[config.mk]
export PLATFORM = sky130hd
export DESIGN_NAME = pipe_run_ctrl
export DESIGN_NICKNAME = d
export VERILOG_FILES = /design/src/rtl/cpu_ctrl_pkg.sv /design/src/rtl/pipe_run_ctrl_drain_counter.sv /design/src/rtl/pipe_run_ctrl.sv
export SDC_FILE = /design/constraint.sdc
export NUM_CORES = 1
export LEC_CHECK = 0
export ABC_AREA = 1
export CAP_MARGIN = 20
export CORE_MARGIN = 2
export CORE_UTILIZATION = 56
export DETAILED_ROUTE_END_ITERATION = 8
export DONT_BUFFER_PORTS = 1
export GPL_TIMING_DRIVEN = 0
export HOLD_SLACK_MARGIN = 0.06
export PLACE_DENSITY = 0.71
export SLEW_MARGIN = 10
export SYNTH_ARGS = -nofsm -noshare
export SYNTH_HDL_FRONTEND = slang
export SYNTH_SLANG_ARGS = --single-unit
[constraint.sdc]
create_clock -name clk -period 1.8 [get_ports clk]
set_clock_uncertainty 0.2 [all_clocks]
set_input_delay 0.27 -clock clk [delete_from_list [all_inputs] [get_ports clk]]
set_output_delay 0.27 -clock clk [all_outputs]
set_load 0.05 [all_outputs]
[src/rtl/cpu_ctrl_pkg.sv]
// ------------------------------------------------------------------
// cpu_ctrl_pkg : shared state/command encodings for the run sequencer
// Rev 1.0
// ------------------------------------------------------------------
`default_nettype none

package cpu_ctrl_pkg;

   typedef enum logic [2:0] {
      ST_IDLE   = 3'd0,
      ST_RUN    = 3'd1,
      ST_STEP   = 3'd2,
      ST_DRAIN  = 3'd3,
      ST_HALTED = 3'd4
   } run_state_t;

   typedef enum logic [1:0] {
      CMD_NOP   = 2'b00,
      CMD_RUN   = 2'b01,
      CMD_STEP  = 2'b10,
      CMD_ABORT = 2'b11
   } cmd_t;

   localparam logic [31:0] HALT_INSTR_DEFAULT = 32'hFFFF_FFFF;
   localparam int          DRAIN_W            = 4;

endpackage

`default_nettype wire

[src/rtl/pipe_run_ctrl_drain_counter.sv]
// ------------------------------------------------------------------
// drain_counter : loadable down-counter that parks at zero
// Rev 1.0
// ------------------------------------------------------------------
`default_nettype none

module drain_counter
   import cpu_ctrl_pkg::*;
(
   input  logic               clk,
   input  logic               reset,
   input  logic               load,
   input  logic [DRAIN_W-1:0] load_val,
   input  logic               en,
   output logic               zero
);

   logic [DRAIN_W-1:0] cnt_q;
   logic [DRAIN_W-1:0] cnt_d;

   always_comb begin
      cnt_d = cnt_q;
      if (load) begin
         cnt_d = load_val;
      end else if (en && (cnt_q != '0)) begin
         cnt_d = cnt_q - 1'b1;
      end
   end

   always_ff @(posedge clk or posedge reset) begin
      if (reset) begin
         cnt_q <= '0;
      end else begin
         cnt_q <= cnt_d;
      end
   end

   assign zero = (cnt_q == '0);

endmodule

`default_nettype wire

[src/rtl/pipe_run_ctrl.sv]
// ------------------------------------------------------------------
// pipe_run_ctrl : run/step/halt sequencer gating PC and pipeline enables
// PIPE_RUN_CYCLE_CNT_EN adds the cycle_cnt register (else tied to 0)
// Rev 1.0
// ------------------------------------------------------------------
`default_nettype none

module pipe_run_ctrl
   import cpu_ctrl_pkg::*;
#(
   parameter int unsigned DRAIN_CYCLES = 4,
   parameter logic [31:0] HALT_INSTR   = HALT_INSTR_DEFAULT
) (
   input  logic        clk,
   input  logic        reset,
   input  logic        cmd_valid,
   output logic        cmd_ready,
   input  logic [1:0]  cmd,
   input  logic [31:0] if_instr,
   output logic        pc_en,
   output logic        pipe_en,
   output logic        halted,
   output logic        done,
   output logic [2:0]  state,
   output logic [31:0] cycle_cnt
);

   localparam logic [DRAIN_W-1:0] DRAIN_LOAD = DRAIN_W'(DRAIN_CYCLES - 1);

   run_state_t state_q;
   run_state_t state_d;
   logic       done_q;
   logic       done_d;
   logic       hit;
   logic       cmd_fire;
   logic       is_abort;
   cmd_t       cmd_w;
   logic       drain_load;
   logic       drain_en;
   logic       drain_zero;

   assign cmd_w     = cmd_t'(cmd);
   assign hit       = (if_instr == HALT_INSTR);
   assign cmd_ready = (state_q != ST_STEP) && (state_q != ST_DRAIN);
   assign cmd_fire  = cmd_valid && cmd_ready;
   assign is_abort  = cmd_fire && (cmd_w == CMD_ABORT);

   assign pipe_en   = (state_q == ST_RUN) || (state_q == ST_STEP) || (state_q == ST_DRAIN);
   // Combinational so the PC holds in the very cycle HALT sits in IF.
   assign pc_en     = pipe_en && !hit;
   assign halted    = (state_q == ST_HALTED);
   assign done      = done_q;
   assign state     = state_q;
   assign drain_en  = (state_q == ST_DRAIN);

   always_comb begin
      state_d    = state_q;
      done_d     = 1'b0;
      drain_load = 1'b0;
      case (state_q)
         ST_IDLE: begin
            if (cmd_fire) begin
               case (cmd_w)
                  CMD_RUN:  state_d = ST_RUN;
                  CMD_STEP: state_d = ST_STEP;
                  default:  state_d = ST_IDLE;
               endcase
            end
         end
         ST_RUN: begin
            // Abort beats a simultaneous HALT hit; the pipe freezes undrained.
            if (is_abort) begin
               state_d = ST_IDLE;
            end else if (hit) begin
               state_d    = ST_DRAIN;
               drain_load = 1'b1;
            end
         end
         ST_STEP: begin
            if (hit) begin
               state_d    = ST_DRAIN;
               drain_load = 1'b1;
            end else begin
               state_d = ST_IDLE;
               done_d  = 1'b1;
            end
         end
         ST_DRAIN: begin
            if (drain_zero) begin
               state_d = ST_HALTED;
               done_d  = 1'b1;
            end
         end
         ST_HALTED: begin
            if (is_abort) begin
               state_d = ST_IDLE;
            end
         end
         default: begin
            state_d = ST_IDLE;
         end
      endcase
   end

   always_ff @(posedge clk or posedge reset) begin
      if (reset) begin
         state_q <= ST_IDLE;
         done_q  <= 1'b0;
      end else begin
         state_q <= state_d;
         done_q  <= done_d;
      end
   end

   drain_counter u_drain_counter (
      .clk      (clk),
      .reset    (reset),
      .load     (drain_load),
      .load_val (DRAIN_LOAD),
      .en       (drain_en),
      .zero     (drain_zero)
   );

`ifdef PIPE_RUN_CYCLE_CNT_EN
   logic [31:0] cycle_cnt_q;
   logic [31:0] cycle_cnt_d;
   logic        cnt_clr;

   assign cnt_clr = (state_q == ST_HALTED) && is_abort;

   always_comb begin
      cycle_cnt_d = cycle_cnt_q;
      if (cnt_clr) begin
         cycle_cnt_d = '0;
      end else if (pipe_en) begin
         cycle_cnt_d = cycle_cnt_q + 32'd1;
      end
   end

   always_ff @(posedge clk or posedge reset) begin
      if (reset) begin
         cycle_cnt_q <= '0;
      end else begin
         cycle_cnt_q <= cycle_cnt_d;
      end
   end

   assign cycle_cnt = cycle_cnt_q;
`else
   assign cycle_cnt = 32'd0;
`endif

endmodule

`default_nettype wire

==> results.cfg, run 1 <==
[clock_tree]
cts_max_path_buffers = 2
clk_latency_ns = 0.26
cts_tree = yes
cts-root-buf = clkbuf_4
cts_made_buffers = 3
cts.clk_slew.worst_paths_ns = 0.06
htreeDepth = 1
clock-sinks = 8

[run_status]
failed_checks = negative setup slack
status = complete, but fails checks

[layout]
seq_area_sq_um = 211.5
stdcell_area_sq_um = 1137
antenna_cells = 0
layout.nets = 216
drive_above_1_share_pct = 30.68
fillers = 127
multi_input_area_sq_um = 544.3
area_delta_synth_final_pct = 32.31

[synth]
yosys.area_share.simple_pct = 34.06
syn_inst = 136
synth_cell_types = 20
synth_mux_area_share_pct = 0
synth_area_leader_cell = buf_4
syn_area_sq_um = 859.6
netlist.area_leader.share_pct = 27.95
synth_top_family_by_area = simple AND/OR/NAND/NOR gates
synth_compound_area_share_pct = 4.512
ys_ff_latch = 8
synthesis.area_per_instance_sq_um = 6.320
synth_xor_area_share_pct = 2.038
yosys_warnings = 0
ys_seq_area_share_pct = 23.29
synthAdderAreaFrac_pct = 2.911
synthTopCellsByArea = buf_4, dfrtp_1, nand2_1, nor2_1, inv_1

[setup_path]
reg2reg_slack_ns = -0.07
rr_startpoint = state[1]
path_max_fanout = 4
cp-end-kind = output pin
worst_r2r_endpoint = state[2]
ff2ff_path_depth = 8
cp.arrival_ns = 1.45
worstPathRequired_ns = 1.33
critPathLaunchType = register
crit_type = register to output pin

[drt]
drt_iter0_markers = 11
drtAntennaViolNets = 0
routed_wl_mm = 1.824
vias_per_cell = 4.339
vias = 833
drt_pre_antenna_iters = 4
drc_errors = 0
post_drt_wl_per_cell_microns = 9.500

[timing]
clock.fmax_ghz = 0.5218
final_max_slew_viol_count = 0
setup_violations = 6
period_share_pct = 106.5
period_needed_ns = 1.916
finalHoldViolCount = 0
worst_slack_ns = -0.1163
rsz0062_at_grt = true
tns_ns = -0.3010

[grt]
grt_pass1_wl_mm = 2.863
grt_pass1_vias = 773
grt_max_degree = 9
grt_use_met3_pct = 4.681
antenna_found_initial = 0
overflow = 0
grtUsageMet2_pct = 37.31
grt_util_all_layers_pct = 20.49
grtUsageMet1_pct = 20.68
grt.busiest_layer = met2

[floorplanning]
fp.dieW_microns = 43.18
die-area_sq_um = 1865
initial_core_util_pct = 58.42
die_h_microns = 43.18
rows = 14
placeableCoreArea_sq_um = 1471
ioPinCount = 77

[power_and_ir_drop]
power.total_mw = 1.448
powerDensity_nw_per_um2 = 1273
p_leak_nw = 0.6617
vdd_drop_max_uv = 614.8

[worst_hold_path]
min_path_type = input port to register
whs_endpoint = state[0]
holdPathStages = 4
hp-start = cmd[0]

[placement]
placed_area_sq_um = 1020
post-place-ws_ns = -0.1112
dp_hpwl_mm = 1.459
gp_congestion = 0.7924
numPortBuffers = 0

[flow_run]
drv_cap = 0
what timing repair did:
action                     in CTS  in global routing
pin swaps                       5                  7
hold buffers                    3                  0
buffers inserted                1                  1
resized for setup              10                  4
setup endpoints to repair      10                 10
hold endpoints to repair       10                  0
worst max-delay path, stage by stage, from the launching register on:
cell,delay (ns)
dfrtp_4,0.59
inv_6,0.12
nand2_8,0.10
a21oi_4,0.36
layout by cell type, fill, tap and decap left out:
cell type	n
nor2_2	1
nand2_4	1
nand2_8	1
dlygate4sd3_1	3
inv_6	1
dfrtp_1	5
a21oi_4	1
dfrtp_4	3
clkbuf_1	1
xor2_1	1
nand2_2	4
nand2_1	41
nand3_1	2
nor2_1	19
o21ai_0	2
inv_2	1
nor3_1	1
nand3b_1	1
nor2_4	1
conb_1	32
clkbuf_4	3
clkinvlp_4	1
nor3_2	1
a21oi_2	1
buf_4	34
a21oi_1	2
o21ai_1	1
inv_1	8
xnor2_1	1
ha_1	2
flip-flops by register name, indices dropped and copies added, names as in the netlist:
register               flops
done                       1
state                      3
u_drain_counter.cnt_q      4
metrics by stage:
step	cells	hold slack (ns)	utilization, %
after floorplan	167	-0.1145	-
after global placement	183	-0.08423	69.30
after detailed placement	183	-0.07438	69.30
after CTS	191	0.06504	75.94
after global routing	192	0.08918	77.30
final	192	0.07085	77.30
synth_stat cells:
cell type	n
nand2_1	46
buf_4	32
nor2_1	20
inv_1	10
dfrtp_1	8
a21oi_1	3
ha_1	2
nand3_1	2
o21ai_0	2
a21oi_2	1
conb_1	1
inv_2	1
nand2_2	1
nand3b_1	1
nor2_2	1
nor3_1	1
nor3_2	1
o21ai_1	1
xnor2_1	1
xor2_1	1
area by class of cell:
type | instances | area share [%]
well taps | 16 | 1.760
multi-input cells | 116 | 47.85
inverters | 11 | 4.400
flip-flops and latches | 8 | 18.59
clock buffers | 4 | 2.310
plain buffers | 32 | 21.12
repair buffers | 5 | 3.960
cell families after synthesis:
kind of cell	Yosys count
simple gates	73
buf+inv	43
flops	8
compound gates	7
xor+xnor	2
fa+ha+maj	2
other cells	1
how the worst max path moves through the flow:
stage               startpoint       end  slack [ns]  cells after the start
CTS                   state[2]     pc_en       -0.11                      3
global placement      state[0]      done       -0.08                      8
floorplan             state[0]  state[2]        0.01                      8
detailed placement    state[0]  state[2]       -0.11                      8
finish                state[2]     pc_en       -0.12                      3
global route          state[2]     pc_en       -0.15                      3
per-layer routing:
metal,routed length [microns],share of wire (%)
met2,939,51
met4,35,1.9
met1,671,37
met5,0,0
met3,179,9.8
power breakdown:
group / leakage (nW) / internal [mW] / switching (mW)
sequential: 0.0874 / 0.262 / 0.215
clock: 0.0150 / 0.0850 / 0.0650
combinational: 0.559 / 0.249 / 0.572
total: 0.662 / 0.596 / 0.853
Power figures use the tool's default switching activity.
==> run 2, diff against run 1 <==
PLACE_DENSITY = 0.76   (was 0.71)
==> results of run 2 <==
Final layout, timing and power as in run 1 (identical DEF).
==> run 3, diff against run 2 <==
PLACE_DENSITY = not set   (was 0.76)
PLACE_DENSITY_LB_ADDON = 0.08   (was not set)
REMOVE_ABC_BUFFERS = 1   (was not set)
==> results.cfg, run 3 (synthesis gave the netlist of run 1 again) <==
[run_status]
status = complete, but fails checks
failed_checks = negative setup slack

[setup_path]
crit_type = register to output pin
path_max_fanout = 4
cp-end-kind = output pin
cp.arrival_ns = 1.47
critPathLaunchType = register
worstPathRequired_ns = 1.33

[floorplanning]
die_h_microns = 43.18
fp.dieW_microns = 43.18
ioPinCount = 77
die-area_sq_um = 1865
rows = 14
initial_core_util_pct = 58.42
placeableCoreArea_sq_um = 1471

[timing]
holdWs_ns = 0.1294
period_needed_ns = 1.938
period_share_pct = 107.7
setup_violations = 5
rsz0062_at_grt = true
final_max_slew_viol_count = 0
worst_slack_ns = -0.1383
tns_ns = -0.2757
clock.fmax_ghz = 0.5159
finalHoldViolCount = 0

[layout]
layout_commonest_cell = nand2_1
drive_above_1_share_pct = 14.69
utilization_pct = 60.88
layout.nets = 184
stdcell_area_sq_um = 895.9
top_register = u_drain_counter.cnt_q
finalNonFillerCells = 159
largest_reg_flops = 4
area_delta_synth_final_pct = 4.221
fillers = 145
layout_common_cells = nand2_1, conb_1, nor2_1
antenna_cells = 0

[drt]
routed_wl_mm = 1.579
drtAntennaViolNets = 0
vias_per_cell = 4.591
vias = 730
drt_iter0_markers = 9
drc_errors = 0
post_drt_wl_per_cell_microns = 9.931
drt_pre_antenna_iters = 4

[grt]
grt_pass1_vias = 613
overflow = 0
grt_util_all_layers_pct = 17.85
grt_pass1_wl_mm = 2.449
grt_max_degree = 9
antenna_found_initial = 0

[placement]
placed_area_sq_um = 755.7
numPortBuffers = 0
gp_congestion = 0.7796
dp_hpwl_mm = 1.237
placed_cells_incl_taps = 151
post-place-ws_ns = -0.8351

[clock_tree]
cts_made_buffers = 3
cts.clk_slew.worst_paths_ns = 0.06
cts_max_path_buffers = 2
clock-sinks = 8
clk_latency_ns = 0.26
cts_tree = yes
cts-root-buf = clkbuf_4
htreeDepth = 1

[worst_hold_path]
min_path_type = input port to register

[flow_run]
drv_cap = 0

[power_and_ir_drop]
power.total_mw = 1.363
vdd_drop_max_uv = 882.0
powerDensity_nw_per_um2 = 1522
p_leak_nw = 0.4854
==> run 3: cell types whose count changed in the layout (fill, tap and decap cells not counted), sizes merged <==
cell / before / now
buf: 34 / 1
clkbuf: 4 / 3
dlygate4sd3: 3 / 4
==> run 3: critical path, stage by stage (launching register included) <==
cell and delay, ns:
dfrtp_4 0.59, inv_6 0.12, nand2_8 0.11, a21oi_4 0.39
==> run 3: repair_timing <==
action	in CTS	in global routing
hold buffers	4	0
cloned	0	0
endpoints found under the hold margin	11	0
gates resized for setup	17	5
endpoints found under the setup margin	12	10
buffers inserted	0	1
pin swaps	3	5
==> run 3: report_power, final <==
| group | total [mW] | switching, mW | internal, mW | leakage [nW] |
|---|---|---|---|---|
| Clock | 0.146 | 0.0694 | 0.0769 | 0.0138 |
| Sequential | 0.478 | 0.217 | 0.262 | 0.0874 |
| Combinational | 0.739 | 0.551 | 0.187 | 0.384 |
| Total | 1.36 | 0.837 | 0.526 | 0.485 |
==> run 3: final cells by class <==
type,instances,area [sq um],area share (%)
clock buffer,3,22.52,2.514
inverter,11,50.05,5.587
multi-input combinational,116,544.3,60.75
sequential,8,211.5,23.60
tap,16,20.02,2.235
timing repair buffer,5,47.55,5.307
==> run 3: per-layer routing <==
layer	GRT usage, %	vias up	share of wire, %
met5	0	-	0
met4	12.73	0	3.0
met3	1.277	5	9.5
met2	31.94	51	49
met1	19.31	310	38
li1	-	364	-
==> run 3: final timing paths <==
path / startpoint / endpoint / slack [ns] / cells past startpoint
worst max-delay path: state[2] / pc_en / -0.14 / 3
worst max register to register: state[1] / done / -0.05 / 8
min in group asynchronous: reset / done / 0.20 / 2
worst min register to register: u_drain_counter.cnt_q[1] / u_drain_counter.cnt_q[1] / 0.35 / 2
worst min-delay path: cmd[1] / state[0] / 0.13 / 5
max in group asynchronous: reset / state[2] / 0.94 / 2
